===== src/rtl/game_mode_sm.sv =====
// Session manager for the ball game: lives, levels, per-level countdown, pause
// and restart, gating ball drawing and pulsing startGame at each level start.
module game_mode_sm #(
  parameter int LIVES       = 3,
  parameter int LEVELS      = 4,
  parameter int ROUND_SEC   = 60,
  parameter int RESPAWN_SEC = 2,
  localparam int LIVES_W    = $clog2(LIVES + 1),
  localparam int LEVEL_W    = (LEVELS > 1) ? $clog2(LEVELS) : 1,
  localparam int TIME_W     = $clog2(ROUND_SEC + 1),
  localparam int RESP_W     = $clog2(RESPAWN_SEC + 1)
) (
  input  logic               clk,
  input  logic               reset,
  input  logic               startN,
  input  logic               pauseReq,
  input  logic               hit,
  input  logic               levelClear,
  input  logic               secTick,
  input  logic               timedMode,
  output logic               startGame,
  output logic               drawEnable,
  output logic               paused,
  output logic               gameOver,
  output logic               win,
  output logic [LIVES_W-1:0] livesLeft,
  output logic [LEVEL_W-1:0] level,
  output logic [TIME_W-1:0]  timeLeft
);

  typedef enum logic [2:0] {
    IDLE, PLAY, PAUSE, RESPAWN, LEVEL_UP, GAME_OVER, WIN
  } state_t;

  state_t             state, stateNext;
  logic [LIVES_W-1:0] livesNext;
  logic [LEVEL_W-1:0] levelNext;
  logic [TIME_W-1:0]  timeNext;
  logic [RESP_W-1:0]  respCnt, respNext;
  logic               armed, armedNext;
  logic               startGameQ, startGameNext;
  logic               levelDone;
  logic               expiry;

  always_ff @(posedge clk) begin
    if (reset) begin
      state      <= IDLE;
      livesLeft  <= LIVES_W'(LIVES);
      level      <= '0;
      timeLeft   <= TIME_W'(ROUND_SEC);
      respCnt    <= '0;
      armed      <= 1'b0;
      startGameQ <= 1'b0;
    end else begin
      state      <= stateNext;
      livesLeft  <= livesNext;
      level      <= levelNext;
      timeLeft   <= timeNext;
      respCnt    <= respNext;
      armed      <= armedNext;
      startGameQ <= startGameNext;
    end
  end

  assign expiry = secTick && (timeLeft == TIME_W'(1));

  always_comb begin
    stateNext     = state;
    livesNext     = livesLeft;
    levelNext     = level;
    timeNext      = timeLeft;
    respNext      = respCnt;
    armedNext     = armed;
    startGameNext = 1'b0;
    levelDone     = 1'b0;
    case (state)
      IDLE: begin
        if (!startN) begin
          stateNext     = PLAY;
          livesNext     = LIVES_W'(LIVES);
          levelNext     = '0;
          timeNext      = TIME_W'(ROUND_SEC);
          startGameNext = 1'b1;
        end
      end
      PLAY: begin
        // A hit swallows every other event of the cycle, including the tick.
        if (hit) begin
          livesNext = livesLeft - LIVES_W'(1);
          if (livesLeft == LIVES_W'(1)) begin
            stateNext = GAME_OVER;
            armedNext = 1'b0;
          end else begin
            stateNext = RESPAWN;
            respNext  = '0;
          end
        end else begin
          if (secTick) timeNext = timeLeft - TIME_W'(1);
          if (expiry) begin
            if (timedMode) begin
              stateNext = GAME_OVER;
              armedNext = 1'b0;
            end else begin
              levelDone = 1'b1;
            end
          end else if (levelClear) begin
            levelDone = 1'b1;
          end else if (pauseReq) begin
            stateNext = PAUSE;
          end
          if (levelDone) begin
            if (level == LEVEL_W'(LEVELS - 1)) begin
              stateNext = WIN;
              armedNext = 1'b0;
            end else begin
              stateNext = LEVEL_UP;
            end
          end
        end
      end
      PAUSE: begin
        if (pauseReq) stateNext = PLAY;
      end
      RESPAWN: begin
        if (secTick) begin
          respNext = respCnt + RESP_W'(1);
          if (respCnt == RESP_W'(RESPAWN_SEC - 1)) stateNext = PLAY;
        end
      end
      LEVEL_UP: begin
        stateNext     = PLAY;
        levelNext     = level + LEVEL_W'(1);
        timeNext      = TIME_W'(ROUND_SEC);
        startGameNext = 1'b1;
      end
      GAME_OVER, WIN: begin
        // Restart needs a release seen first, so a held button never re-arms.
        if (startN) begin
          armedNext = 1'b1;
        end else if (armed) begin
          stateNext = IDLE;
          livesNext = LIVES_W'(LIVES);
          levelNext = '0;
          timeNext  = TIME_W'(ROUND_SEC);
        end
      end
      default: stateNext = IDLE;
    endcase
  end

  always_comb begin
    startGame  = startGameQ;
    drawEnable = (state == PLAY);
    paused     = (state == PAUSE);
    gameOver   = (state == GAME_OVER);
    win        = (state == WIN);
  end

endmodule


===== config.mk =====
export PLATFORM = sky130hd
export DESIGN_NAME = game_mode_sm
export DESIGN_NICKNAME = d
export VERILOG_FILES = /design/src/rtl/game_mode_sm.sv
export SDC_FILE = /design/constraint.sdc
export NUM_CORES = 1
export LEC_CHECK = 0
export ABC_AREA = 1
export BUFFER_PORTS_ARGS = -buffer_cell sky130_fd_sc_hd__buf_4
export CELL_PAD_IN_SITES_DETAIL_PLACEMENT = 2
export CELL_PAD_IN_SITES_GLOBAL_PLACEMENT = 2
export CORE_MARGIN = 1
export CORE_UTILIZATION = 28
export CTS_CLUSTER_SIZE = 28
export DETAILED_ROUTE_END_ITERATION = 16
export PLACE_DENSITY_LB_ADDON = 0.1
export RECOVER_POWER = 100
export SYNTH_ARGS = -nofsm -noshare
export SYNTH_HDL_FRONTEND = slang
export SYNTH_SLANG_ARGS = --single-unit

===== constraint.sdc =====
create_clock -name clk -period 1.5 [get_ports clk]
set_input_delay 0.15 -clock clk [delete_from_list [all_inputs] [get_ports clk]]
set_output_delay 0.15 -clock clk [all_outputs]
set_load 0.1 [all_outputs]

==> results of run 1 <==
cell usage in the layout (no fill, tap or decap), types with 5 or more instances in the layout:
master and count:
dfxtp_4 5, dfxtp_2 8, o21ai_0 8, buf_4 21
nor2_2 7, clkbuf_2 11, nand2_2 7, nor2_1 15
inv_1 18, inv_2 5, nand2_1 34, nand3_1 17
layer usage:
layer	GRT usage, %	vias to the layer above	part of all wire (%)
met5	0	-	0
met4	5.71	0	1.2
met3	2.60	6	2.5
met2	31.9	16	49
met1	25.3	601	47
li1	-	616	-
report_power, final:
group | total (mW) | leakage, nW | switching, mW | internal, mW
clock network | 0.370 | 0.0255 | 0.185 | 0.185
logic | 2.29 | 0.612 | 1.58 | 0.713
registers | 0.772 | 0.142 | 0.173 | 0.599
total | 3.44 | 0.779 | 1.94 | 1.50
stage by stage:
| step | hold WS [ps] | util [%] | power [mW] |
|---|---|---|---|
| floorplan | 212 | - | 2.22 |
| global route | 97.7 | 42.8 | 3.66 |
| detailed placement | 374 | 37.1 | 2.68 |
| finish | 85.7 | 42.8 | 3.44 |
| global placement | 368 | 37.1 | 2.62 |
| CTS | 89.9 | 38.7 | 3.09 |
cell type report:
cell class                      instances  area, sq um
Clock buffer                            3         41.3
Sequential cell                        17          369
Timing Repair Buffer                   35          255
Clock inverter                          1         5.00
Tap cell                               48         60.1
Multi-Input combinational cell        123          753
Fill cell                             454         2140
Inverter                               28          118
critical path, delay by kind of cell (launching register included):
kind,cells,cell delay (ps)
adder cells (fa/ha/maj),1,120
buffers and inverters,2,130
flip-flops,1,360
AND/OR/NAND/NOR,9,790
worst paths after layout:
path / from / endpoint / slack [ps]
hold reg to reg: level[1] / level[1] / 490
setup / recovery: timeLeft[1] / state[0] / 20
hold / removal: reset / level[1] / 90
setup reg to reg: timeLeft[1] / state[0] / 20
timing repair:
action,CTS,global route
endpoints found under the setup margin,3,14
gates resized for setup,4,31
setup buffers,0,10
pin swaps,0,9
state kept, by name, indices dropped and copies added, names as in the netlist:
name       count
level          2
timeLeft       6
state          3
livesLeft      2
startGame      1
armed          1
respCnt        2
cell families after synthesis:
logic type,count (synthesis),share of synthesized area [%]
XOR/XNOR,1,0.786
adder cells (fa/ha/maj),5,5.61
AO/OA/AOI/OAI,22,12.0
flip-flops,17,30.5
buffers and inverters,28,9.43
AND/OR/NAND/NOR,95,41.6
==> results.py, run 1 <==
metrics = {
    "outcome": {
        "status": "finished clean",
    },
    "sta": {
        "finalCritPeriodShare_pct": 98.9,
        "final_max_slew_viol_count": 0,
        "finalSetupViolCount": 0,
        "worst_slack_ps": 16.4,
        "skew_ps": 5.95,
        "clock.fmax_ghz": 0.674,
        "setup-tns-final_ps": 0,
        "finalHoldViolCount": 0,
        "worstMarginPinSlew_ps": 541,
        "relSlewSlack_pct": 64.1,
        "period_needed_ps": 1480,
    },
    "place": {
        "placed_cells": 241,
        "dp_hpwl_um": 2930,
        "port_buffers": 22,
        "place_area_sq_um": 1390,
        "place_congestion": 0.786,
        "place_ws_ps": -19.5,
    },
    "die": {
        "start_util_pct": 29.8,
        "fp.dieW_um": 65.1,
        "dieHeight_um": 65.1,
        "dieArea_sq_um": 4240,
        "rows": 22,
        "io_pins": 23,
        "core_region_area_sq_um": 3740,
    },
    "global_route": {
        "grt_pass1_wl_um": 6080,
        "grt-ovfl-total": 0,
        "grt_max_degree": 11,
        "track_usage_pct": 19.0,
        "first_global_vias": 1292,
        "antenna_found_initial": 0,
    },
    "worst_setup_path": {
        "max_stage_delay_ps": 360,
        "cp.required_ps": 1690,
        "worst-path-max-fanout": 4,
        "worstPathCellList": "inv_4 > ha_4 > nand2_2 > inv_2 > nand3_4 > nand2_2 > nor2_2 > nor2_1 > nand2_2 > nand2_1 > nand2_1 > nor2_1",
        "cp.arrival_ps": 1670,
        "cpMostUsedCell": "nand2_2",
        "cp-start-kind": "flop",
        "endpoint_kind": "flop",
        "worst_path_max_delay_cell": "dfxtp_4",
        "critPathKind": "reg2reg",
        "reg2regPathDepth": 12,
    },
    "layout": {
        "design_area_sq_um": 1600,
        "drive_gt1_share_pct": 44.4,
        "nNetsFinal": 221,
        "syn2layout_area_growth_pct": 43.7,
        "diodes": 0,
        "finalNonFillerCells": 255,
    },
    "detailed_routing": {
        "drt-initial-drc-count": 31,
        "route.vias.total": 1239,
        "firstDrtPassIters": 4,
        "viasPerCell": 4.86,
        "wl_um": 4140,
        "drc_errors": 0,
        "wl_per_cell_um": 16.2,
        "final_antenna_net_count": 0,
    },
    "synth": {
        "synthTopCellsByCount": "38 x nand2_1, 22 x nor2_1, 20 x inv_1",
        "yosysWarnings": 0,
        "async_flop_share_pct": 0,
        "syn_inst": 168,
        "syn_area_per_cell_sq_um": 6.64,
        "synth-edff-count": 0,
        "yosysMostFrequentCell": "nand2_1",
        "synth-seq-area-share_pct": 30.5,
        "synthFlopType": "dfxtp_1",
        "synth_top_area_share_pct": 30.5,
        "synth_nets": 181,
        "synthDistinctLibCells": 27,
        "synth_top_area_cell": "dfxtp_1",
        "syn_area_sq_um": 1110,
        "ys_ff_latch": 17,
        "synth.area.top_cells": "dfxtp_1 31%, nand2_1 13%, nand3_1 8.5%",
    },
    "worst_hold_path": {
        "hp-class": "in2reg",
        "whs_path_depth": 2,
    },
    "cts": {
        "cts-root-buf": "clkbuf_8",
        "cts_max_level": 1,
        "clk_latency_ps": 260,
        "clkSinkCount": 17,
        "clk_pin_slew_ps": 80,
        "cts_tree": "built",
        "numCtsBuffers": 3,
        "hold_buffers": 0,
        "clock_path_buffers": 2,
    },
    "power_and_ir_drop": {
        "powerDensity_nw_per_um2": 2150,
        "peakVddDrop_mv": 0.891,
        "p_leak_nw": 0.779,
    },
    "flow_run": {
        "drv_cap": 0,
    },
}
Note: power is estimated with default switching activity, not from simulation.
==> run 2: changes to the inputs <==
--- a/config.mk
+++ b/config.mk
@@ -14,7 +14,6 @@
 export CTS_CLUSTER_SIZE = 28
 export DETAILED_ROUTE_END_ITERATION = 16
 export PLACE_DENSITY_LB_ADDON = 0.1
-export RECOVER_POWER = 100
 export SYNTH_ARGS = -nofsm -noshare
 export SYNTH_HDL_FRONTEND = slang
 export SYNTH_SLANG_ARGS = --single-unit
==> results.py, run 2 (synthesized netlist as in run 1, its figures left out) <==
metrics = {
    "layout": {
        "drive_gt1_share_pct": 44.4,
        "layout_common_cells": "34 x nand2_1, 32 x buf_4, 18 x inv_1",
        "reg_top3": "timeLeft (6), state (3)",
        "regMostFlops": "timeLeft",
        "design_area_sq_um": 1630,
        "fin_util_pct": 43.5,
        "syn2layout_area_growth_pct": 46.1,
        "nNetsFinal": 221,
        "diodes": 0,
        "largest_register_ffs": 6,
        "mostFrequentLayoutCell": "nand2_1",
    },
    "cts": {
        "clock_path_buffers": 2,
        "clk_pin_slew_ps": 80,
        "numCtsBuffers": 3,
        "clk_latency_ps": 260,
        "clkSinkCount": 17,
        "cts-root-buf": "clkbuf_8",
        "cts_tree": "built",
        "hold_buffers": 0,
        "cts_max_level": 1,
    },
    "worst_setup_path": {
        "timing.critical_path.buf_inv": 2,
        "reg2regPathDepth": 12,
        "endpoint_kind": "flop",
        "worstPathCellList": "inv_4 > ha_4 > nand2_2 > inv_2 > nand3_4 > nand2_2 > nor2_2 > nor2_1 > nand2_2 > nand2_1 > nand2_1 > nor2_1",
        "cpMostUsedCell": "nand2_2",
        "worst_path_max_delay_cell": "dfxtp_4",
        "critPathKind": "reg2reg",
        "cp_top_family": "simple AND/OR/NAND/NOR gates",
        "cp.required_ps": 1690,
        "cp.depth": 12,
        "cp.arrival_ps": 1670,
        "cp-start-kind": "flop",
        "max_stage_delay_ps": 360,
        "worst-path-max-fanout": 4,
    },
    "die": {
        "core_region_area_sq_um": 3740,
        "dieHeight_um": 65.1,
        "dieArea_sq_um": 4240,
        "rows": 22,
        "start_util_pct": 29.8,
        "io_pins": 23,
        "fp.dieW_um": 65.1,
    },
    "power_and_ir_drop": {
        "power_mw": 3.48,
        "p_leak_nw": 0.787,
        "peakVddDrop_mv": 0.950,
        "powerDensity_nw_per_um2": 2130,
    },
    "detailed_routing": {
        "wl_um": 4150,
        "wl_per_cell_um": 16.3,
        "drt-initial-drc-count": 31,
        "viasPerCell": 4.85,
        "drc_errors": 0,
        "firstDrtPassIters": 4,
        "route.vias.total": 1238,
        "final_antenna_net_count": 0,
    },
    "global_route": {
        "antenna_found_initial": 0,
        "track_usage_pct": 19.0,
        "grt_util_met1_pct": 25.3,
        "grt_pass1_wl_um": 6080,
        "grt_max_degree": 11,
        "first_global_vias": 1292,
        "grt-ovfl-total": 0,
        "met3_usage_pct": 2.60,
        "top_usage_layer": "met2",
        "met2_usage_pct": 31.9,
    },
    "sta": {
        "worstMarginPinSlew_ps": 321,
        "skew_ps": 5.99,
        "finalSetupViolCount": 0,
        "finalHoldViolCount": 0,
        "finalCritPeriodShare_pct": 98.9,
        "relSlewSlack_pct": 78.4,
        "whs_ps": 85.7,
        "period_needed_ps": 1480,
        "final_max_slew_viol_count": 0,
        "clock.fmax_ghz": 0.674,
    },
    "place": {
        "place_area_sq_um": 1390,
        "port_buffers": 22,
        "dp_hpwl_um": 2930,
        "place_congestion": 0.786,
    },
    "outcome": {
        "status": "finished clean",
    },
    "worst_hold_path": {
        "whs_path_depth": 2,
        "hp-class": "in2reg",
    },
    "flow_run": {
        "drv_cap": 0,
    },
}
-- run 2: through the flow --
stage,TNS (ps),worst slack (ps),cells
6_report,0,16.0,255
5_1_grt,-148,-94.1,255
4_1_cts,0,13.9,245
3_5_place_dp,-26.9,-19.5,241
3_3_place_gp,-57.4,-35.0,241
2_1_floorplan,-1110,-173,168
-- run 2: report_power, final --
| part | total, mW | switching (mW) | internal [mW] | leakage [nW] |
|---|---|---|---|---|
| clock | 0.370 | 0.185 | 0.185 | 0.0255 |
| combinational | 2.33 | 1.58 | 0.754 | 0.619 |
| sequential | 0.774 | 0.175 | 0.599 | 0.142 |
| total | 3.48 | 1.94 | 1.54 | 0.787 |
-- run 2: layout make-up --
| type | count | area, sq um |
|---|---|---|
| fill | 446 | 2110 |
| sequential | 17 | 369 |
| timing repair buffer | 35 | 283 |
| inverter | 28 | 118 |
| multi-input combinational | 123 | 753 |
| clock buffer | 3 | 41.3 |
| clock inverter | 1 | 5.00 |
| tap | 48 | 60.1 |
-- run 2: final timing paths --
path                                   from  endpoint  slack, ps
worst max-delay path            timeLeft[1]  state[0]         20
worst max register to register  timeLeft[1]  state[0]         20
worst min register to register     level[1]  level[1]        490
worst min-delay path                  reset  level[1]         90
-- run 2: what timing repair did --
item / in CTS / in global routing
pin swaps: 0 / 9
endpoints found under the setup margin: 3 / 14
gates resized for setup: 4 / 31
buffers inserted: 0 / 10
-- run 2: layer usage --
metal / part of all wire (%) / wire [um]
met1: 47 / 1950
met2: 49 / 2050
met3: 2.5 / 102
met4: 1.2 / 50
met5: 0 / 0
